### src/rtl/mem_port_arbiter.sv
// rtl/mem_port_arbiter.sv - single-port memory arbiter between instruction fetch and data memory
//
// Purpose: shares one single-ported memory between the fetch stage (IF) and the
// data-memory stage (DM). One access is in flight at a time. Each access goes
// IDLE -> ISSUE (strobe + grant) and, for reads, WAIT for MEM_LAT cycles before the
// read data is captured and returned with a one-cycle rvalid pulse in the next IDLE.
// DM has priority; IF is forced through after STARVE_MAX consecutive DM wins while
// IF is waiting.
//
// Ports:
//   clk, rst_n                       clock, synchronous active-low reset
//   if_req/if_addr                   fetch request and address (held until if_gnt)
//   if_gnt/if_rvalid/if_rdata        fetch grant pulse, read-valid pulse, read data
//   dm_req/dm_we/dm_addr/dm_wdata    data request, write flag, address, write data
//   dm_gnt/dm_rvalid/dm_rdata        data grant pulse, read-valid pulse, read data
//   mem_en/mem_we/mem_addr/mem_wdata memory strobe, write enable, address, write data
//   mem_rdata                        memory read data, valid MEM_LAT cycles after mem_en
//   mem_src                          owner code for the hazard unit (00 idle/fetch,
//                                    01 data read in flight, 10 data write in flight)

`timescale 1ns/1ps

module mem_port_arbiter #(
    parameter int ADDR_W     = 8,
    parameter int DATA_W     = 16,
    parameter int MEM_LAT    = 2,
    parameter int STARVE_MAX = 3
) (
    input  logic              clk,
    input  logic              rst_n,
    input  logic              if_req,
    input  logic [ADDR_W-1:0] if_addr,
    output logic              if_gnt,
    output logic              if_rvalid,
    output logic [DATA_W-1:0] if_rdata,
    input  logic              dm_req,
    input  logic              dm_we,
    input  logic [ADDR_W-1:0] dm_addr,
    input  logic [DATA_W-1:0] dm_wdata,
    output logic              dm_gnt,
    output logic              dm_rvalid,
    output logic [DATA_W-1:0] dm_rdata,
    output logic              mem_en,
    output logic              mem_we,
    output logic [ADDR_W-1:0] mem_addr,
    output logic [DATA_W-1:0] mem_wdata,
    input  logic [DATA_W-1:0] mem_rdata,
    output logic [1:0]        mem_src
);

    typedef enum logic [1:0] {
        ST_IDLE  = 2'd0,
        ST_ISSUE = 2'd1,
        ST_WAIT  = 2'd2
    } state_t;

    // Owner encoding doubles as the mem_src code while a data access is in flight.
    typedef enum logic [1:0] {
        OWN_IF = 2'b00,
        OWN_DR = 2'b01,
        OWN_DW = 2'b10
    } owner_t;

    localparam logic [2:0] STARVE_LIM = 3'(STARVE_MAX);
    localparam logic [3:0] LAT        = 4'(MEM_LAT);

    state_t            state_q;
    owner_t            owner_q;
    logic [2:0]        starve_q;
    logic [2:0]        starve_d;
    logic [3:0]        wait_q;
    logic              pick_if;
    logic              pick_dm;

    logic              if_gnt_q;
    logic              if_rvalid_q;
    logic [DATA_W-1:0] if_rdata_q;
    logic              dm_gnt_q;
    logic              dm_rvalid_q;
    logic [DATA_W-1:0] dm_rdata_q;
    logic              mem_en_q;
    logic              mem_we_q;
    logic [ADDR_W-1:0] mem_addr_q;
    logic [DATA_W-1:0] mem_wdata_q;
    logic [1:0]        mem_src_q;

    // Winner selection, only acted upon in IDLE. A pending fetch that has watched
    // STARVE_MAX data wins in a row takes the port regardless of dm_req.
    always_comb begin
        pick_if  = if_req && (!dm_req || (starve_q == STARVE_LIM));
        pick_dm  = dm_req && !pick_if;
        starve_d = starve_q;
        if (pick_if) begin
            starve_d = 3'd0;
        end else if (pick_dm) begin
            starve_d = if_req ? (starve_q + 3'd1) : 3'd0;
        end
    end

    always_ff @(posedge clk) begin
        if (!rst_n) begin
            state_q     <= ST_IDLE;
            owner_q     <= OWN_IF;
            starve_q    <= 3'd0;
            wait_q      <= 4'd0;
            if_gnt_q    <= 1'b0;
            if_rvalid_q <= 1'b0;
            if_rdata_q  <= '0;
            dm_gnt_q    <= 1'b0;
            dm_rvalid_q <= 1'b0;
            dm_rdata_q  <= '0;
            mem_en_q    <= 1'b0;
            mem_we_q    <= 1'b0;
            mem_addr_q  <= '0;
            mem_wdata_q <= '0;
            mem_src_q   <= 2'b00;
        end else begin
            // Pulse outputs default low; each is raised for exactly one cycle below.
            if_gnt_q    <= 1'b0;
            dm_gnt_q    <= 1'b0;
            if_rvalid_q <= 1'b0;
            dm_rvalid_q <= 1'b0;
            mem_en_q    <= 1'b0;
            case (state_q)
                ST_IDLE: begin
                    if (pick_if || pick_dm) begin
                        state_q  <= ST_ISSUE;
                        starve_q <= starve_d;
                        mem_en_q <= 1'b1;
                        if (pick_if) begin
                            owner_q    <= OWN_IF;
                            mem_addr_q <= if_addr;
                            mem_we_q   <= 1'b0;
                            if_gnt_q   <= 1'b1;
                            mem_src_q  <= 2'b00;
                        end else begin
                            owner_q     <= dm_we ? OWN_DW : OWN_DR;
                            mem_addr_q  <= dm_addr;
                            mem_we_q    <= dm_we;
                            mem_wdata_q <= dm_wdata;
                            dm_gnt_q    <= 1'b1;
                            mem_src_q   <= dm_we ? 2'b10 : 2'b01;
                        end
                    end
                end
                ST_ISSUE: begin
                    if (owner_q == OWN_DW) begin
                        // Writes finish in the issue cycle; no read data to wait for.
                        state_q   <= ST_IDLE;
                        mem_src_q <= 2'b00;
                    end else begin
                        state_q <= ST_WAIT;
                        wait_q  <= LAT;
                    end
                end
                ST_WAIT: begin
                    wait_q <= wait_q - 4'd1;
                    // wait_q reaches 1 in the cycle mem_rdata is valid.
                    if (wait_q == 4'd1) begin
                        state_q   <= ST_IDLE;
                        mem_src_q <= 2'b00;
                        if (owner_q == OWN_IF) begin
                            if_rdata_q  <= mem_rdata;
                            if_rvalid_q <= 1'b1;
                        end else begin
                            dm_rdata_q  <= mem_rdata;
                            dm_rvalid_q <= 1'b1;
                        end
                    end
                end
                default: begin
                    state_q <= ST_IDLE;
                end
            endcase
        end
    end

    assign if_gnt    = if_gnt_q;
    assign if_rvalid = if_rvalid_q;
    assign if_rdata  = if_rdata_q;
    assign dm_gnt    = dm_gnt_q;
    assign dm_rvalid = dm_rvalid_q;
    assign dm_rdata  = dm_rdata_q;
    assign mem_en    = mem_en_q;
    assign mem_we    = mem_we_q;
    assign mem_addr  = mem_addr_q;
    assign mem_wdata = mem_wdata_q;
    assign mem_src   = mem_src_q;

endmodule

### config.mk
export PLATFORM = sky130hd
export DESIGN_NAME = mem_port_arbiter
export DESIGN_NICKNAME = d
export VERILOG_FILES = /design/src/rtl/mem_port_arbiter.sv
export SDC_FILE = /design/constraint.sdc
export NUM_CORES = 1
export LEC_CHECK = 0
export CORE_ASPECT_RATIO = 0.5
export CORE_MARGIN = 2
export CORE_UTILIZATION = 35
export DETAILED_ROUTE_END_ITERATION = 8
export PLACE_DENSITY_LB_ADDON = 0.25
export SETUP_SLACK_MARGIN = 0.5
export SYNTH_ARGS = -nofsm -noshare
export SYNTH_HDL_FRONTEND = slang
export SYNTH_SLANG_ARGS = --single-unit
### constraint.sdc
create_clock -name clk -period 2 [get_ports clk]
set_clock_uncertainty 0.1 [all_clocks]
set_input_delay 0.5 -clock clk [delete_from_list [all_inputs] [get_ports clk]]
set_output_delay 0.5 -clock clk [all_outputs]
set_load 0.02 [all_outputs]
Word level (Yosys, flattened, before mapping)
Cells that the tools add are included.
{"block": "totals", "register_bits": 75, "inputBits": 53, "output_inout_bits": 64, "word_cells": 71}
{"block": "classes", "n_addsub": 2, "eq_ne": 9, "muxes": 21, "bitwise_logic": 2, "n_reduce_logical": 22}
{"cell": "3-bit AND reduction", "n": 6}
{"cell": "2-bit 2-to-1 mux", "n": 7}
{"cell": "2-bit one-hot mux with 3 select lines", "n": 2}
{"cell": "3-bit 2-to-1 mux", "n": 3}
{"cell": "8-bit 2-to-1 mux", "n": 1}
{"cell": "2-bit != test, second input constant", "n": 4}
{"cell": "4-bit one-hot mux with 2 select lines", "n": 1}
{"cell": "2-bit AND reduction", "n": 4}
{"cell": "1-bit 2-to-1 mux", "n": 6}
{"cell": "2-bit == test, second input constant", "n": 2}
{"cell": "4-bit by 1-bit == test with 1-bit output, second input constant", "n": 1}
{"cell": "2-bit logical NOT", "n": 2}
{"cell": "4-bit 2-to-1 mux", "n": 1}
{"cell": "4-bit AND reduction", "n": 1}
{"cell": "2-bit nonzero test", "n": 2}
{"cell": "4-bit by 1-bit subtractor with 4-bit output, second input constant", "n": 1}
{"cell": "3-bit by 1-bit adder with 3-bit output, second input constant", "n": 1}
{"cell": "3-bit by 2-bit == test with 1-bit output, second input constant", "n": 1}
{"cell": "3-bit nonzero test", "n": 1}
{"cell": "2-bit by 1-bit == test with 1-bit output, second input constant", "n": 1}
{"cell": "1-bit logical AND", "n": 2}
{"cell": "1-bit logical NOT", "n": 2}
{"cell": "1-bit logical OR", "n": 2}
{"cell": "1-bit NOT", "n": 2}

Depth between registers and ports, before layout
{"block": "logic_depth", "depth_word": 8, "ltp_mapped": 8, "mapped_depth_nobuf": 6}

Least setup slack after synthesis
Ideal clock, no wire load.
{"block": "synth_path", "path_type": "input to register", "startpoint": "in if_req", "endpoint": "reg mem_src_q[0] (netlist: mem_src[0])", "setup_time_ps": 117, "arrival_time_ps": 1500, "required_ps": 1783, "path_slack_ps": 283, "cell_stages": 5, "n_path_buf": 1, "cell_sequence": "buf_6 > or3b_1 > a21boi_4 > and4_4 > a32o_1"}
{"block": "synth_via", "elab_chain_cells": 6, "elab_cells_between_ends": 9, "cone_classes": "1 x eq/ne; 3 x mux; 5 x reduce/logical"}
{"element": "from (decl)", "line": "31", "source": "input logic if_req,"}
{"element": "1-bit logical AND (*)", "line": "90", "source": "pick_if = if_req && (!dm_req || (starve_q == STARVE_LIM));"}
{"element": "1-bit logical NOT", "line": "91", "source": "pick_dm = dm_req && !pick_if;"}
{"element": "1-bit logical AND", "line": "91"}
{"element": "1-bit logical OR", "line": "126", "source": "if (pick_if || pick_dm) begin"}
{"element": "2-bit != test (no line)"}
{"element": "4-bit AND reduction (no line)"}
{"element": "to (signal assigned)", "line": "142", "source": "mem_src_q <= dm_we ? 2'b10 : 2'b01;"}
{"element": "to (decl)", "line": "85", "source": "logic [1:0] mem_src_q;"}
Every way passes the cells marked *; elsewhere a longest branch is shown, timed or not. The select of a mux whose other input is x is not followed.
A chain may end at the register's enable or synchronous reset.

Final worst setup path
{"block": "layout_path", "startpoint": "reg state_q[0]", "endpoint": "reg mem_src_q[1] (netlist: mem_src[1])"}
{"block": "layout_via", "elab_chain_cells": 3, "elab_cells_between_ends": 9, "cone_classes": "5 x eq/ne; 1 x mux; 3 x reduce/logical"}
{"element": "from (decl)", "line": "67", "source": "state_t state_q;"}
{"element": "from (signal assigned)", "line": "102", "source": "state_q <= ST_IDLE;"}
{"element": "from (signal assigned)", "line": "127", "source": "state_q <= ST_ISSUE;"}
{"element": "from (signal assigned)", "line": "149", "source": "state_q <= ST_IDLE;"}
{"element": "2-bit by 1-bit == test with 1-bit output, or another cell as far along", "line": "124", "source": "case (state_q)"}
{"element": "2-bit != test (no line) or 3-bit nonzero test (tied branches)"}
{"element": "4-bit AND reduction (no line)"}
Parallel ways exist; a longest one is shown, timed or not.

==> results.ini <==
[synth]
synth_top_area_share=0.521
yosys.area.top_type=dfxtp_1
synth_common_cells=dfxtp_1 (74), nand2_1 (58), o21ai_0 (42)
synth_area_leaders=dfxtp_1 (52%), nand2_1 (7.7%), o21ai_0 (7.4%)
synth_edf_count=0
netlist_instances=325
yosysMostFrequentCell=dfxtp_1
async_flop_share=0
ys_warn_count=0
ys_seq_area_frac=0.521
synth.distinct_cells=37
ys_seq_elements=74
synth_fp_nets=386
syn-cell-area_um2=2840
yosys_most_used_dff=dfxtp_1
syn_avg_cell_area_um2=8.75

[grt]
grt_max_degree=40
grt_pass1_wl_um=11500
antenna_found_initial=0
overflow=0
grt_use_total=0.163
grt_pass1_vias=2414

[cells_and_area]
area_growth_pct=66.8
num-nets-final=526
antenna_cells=0
postLayoutCellArea_um2=4740
stdcell_count=582
postLayoutCoreUtil=0.597
drive_above_1_share=0.406

[timing]
rsz0062_at_grt=yes
hold_slack_ns=0.352
hold_viol_final=0
max_freq_mhz=618
period_share=0.809
setup-violations-final=0
finalSetupTns_ns=0
slew_viol_final=0
fin_crit_ns=1.62
tightest_slew_ns=0.428
max-slew-margin-rel=0.714
fin_ws_ns=0.382

[job]
cap_violations=0

[critical_path]
cp.arrival_ns=1.74
critical_path.max_fanout=3
crit_type=reg2reg
endpoint_kind=flop
critPathLaunchType=flop
required_ns=2.12

[placement]
portBuffers=116
placedInstanceArea_um2=4170
dp_slack_ns=-0.0907
dpl.hpwl_um=4870
gp_congestion=0.759
placed_cells_incl_taps=545

[power_and_ir_drop]
p_sw_frac=0.283
p_int_mw=2.85
seqPwrFrac=0.413
power_frac_comb=0.228
pwr-share-clk=0.360
power.leakage_nw=2.06
finalPower_mw=3.97
p_sw_mw=1.12
ir_drop_v=0.000495
p_per_area_nw_per_um2=838

[route]
post-route-drc-count=0
via_count=2729
drtPass1Iterations=4
ant_nets=0
routed_wl_um=8080
wl_per_cell_um=13.9
vias_per_cell=4.69
drt_iter0_drc=107

[cts]
cts-root-buf=clkbuf_16
clk_pin_slew_worst_paths_ns=0.06
cts_buffer_depth=2
insertion_delay_ns=0.33
htreeDepth=3
cts_tree=built
cts_made_buffers=9
cts.sinks=74

[die]
io_pins=117
rows=23
core_um2=7940
die_w_um=131
dieHeight_um=67.7
die-area_um2=8900
start_util=0.358

[run_status]
status=completed

[min_path]
hold_path_class=reg2reg

-- power groups by stage --
stage          clock network, mW  registers [mW]  logic [mW]
2_1_floorplan                  0            1.73       0.323
3_3_place_gp                   0            1.65       0.758
3_5_place_dp                   0            1.65       0.766
4_1_cts                     1.47            1.62       0.764
5_1_grt                     1.52            1.65       0.976
6_report                    1.43            1.64       0.904
-- cell usage in the layout (no fill, tap or decap), types with 2 or more instances in the layout --
cell and count:
dfxtp_1 67, buf_2 65, clkdlybuf4s50_1 49, nand2_1 42, o21ai_0 23, nand3_1 22
buf_4 21, a21oi_1 19, nand3_2 16, o21ai_1 15, clkbuf_16 13, nand2_4 12
a21oi_2 11, nor2_1 9, mux2i_1 8, nand2_2 6, ha_4 6, dfxtp_2 6
inv_1 4, o21ai_2 4, buf_6 4, inv_2 3, nand3b_1 3, clkinv_2 3
buf_12 3, nand4_1 2, mux2_2 2, or3b_4 2, a32o_1 2, ha_1 2
clkbuf_1 2, dlygate4sd2_1 2
-- final timing paths --
check | startpoint | end | slack, ns | cells past startpoint
max reg2reg | state_q[0] | mem_src[1] | 0.38 | 6
min | mem_wdata[12] | mem_wdata[12] | 0.35 | 2
max | state_q[0] | mem_src[1] | 0.38 | 6
min reg2reg | mem_wdata[12] | mem_wdata[12] | 0.35 | 2
-- sequential cells by signal, indices dropped and copies added, names as in the netlist --
signal and flops:
dm_gnt 1, dm_rdata 16, dm_rvalid 1, if_gnt 1, if_rdata 16, if_rvalid 1, mem_addr 8, mem_en 1
mem_src 2, mem_wdata 16, owner_q 2, starve_q 3, state_q 2, wait_q 4
-- layer usage --
metal,routed length (um),global-route usage
met2,3810,0.272
met5,0,0
met1,3810,0.197
met4,108,0.0707
met3,353,0.0563
-- layout make-up --
class	count	area [um^2]
inverter	8	32.5
timing repair buffer	149	1210
multi-input combinational	223	1600
sequential	74	1490
tap	112	140
fill	735	3200
clock buffer	11	233
clock inverter	5	31.3
-- what timing repair did --
action,CTS,global route
gates cloned,1,5
endpoints found under the setup margin,138,71
buffers inserted,9,6
pin swaps,8,32
gates resized for setup,284,91
hold buffers,0,0
-- worst max-delay path: stages, from the launching register on --
cell,delay (ns)
dfxtp_2,0.34
inv_4,0.08
ha_4,0.13
or3b_4,0.37
a21boi_4,0.15
and4_4,0.15
a32o_1,0.19
-- cell families after synthesis --
logic type | count (synthesis) | share of synthesized area
muxes | 10 | 0.0361
adders and majority gates | 8 | 0.0352
DFF | 74 | 0.521
buffers and inverters | 29 | 0.0445
and+or+nand+nor | 120 | 0.195
AOI/OAI and AO/OA | 84 | 0.168
(Power assumes the default switching activity.)
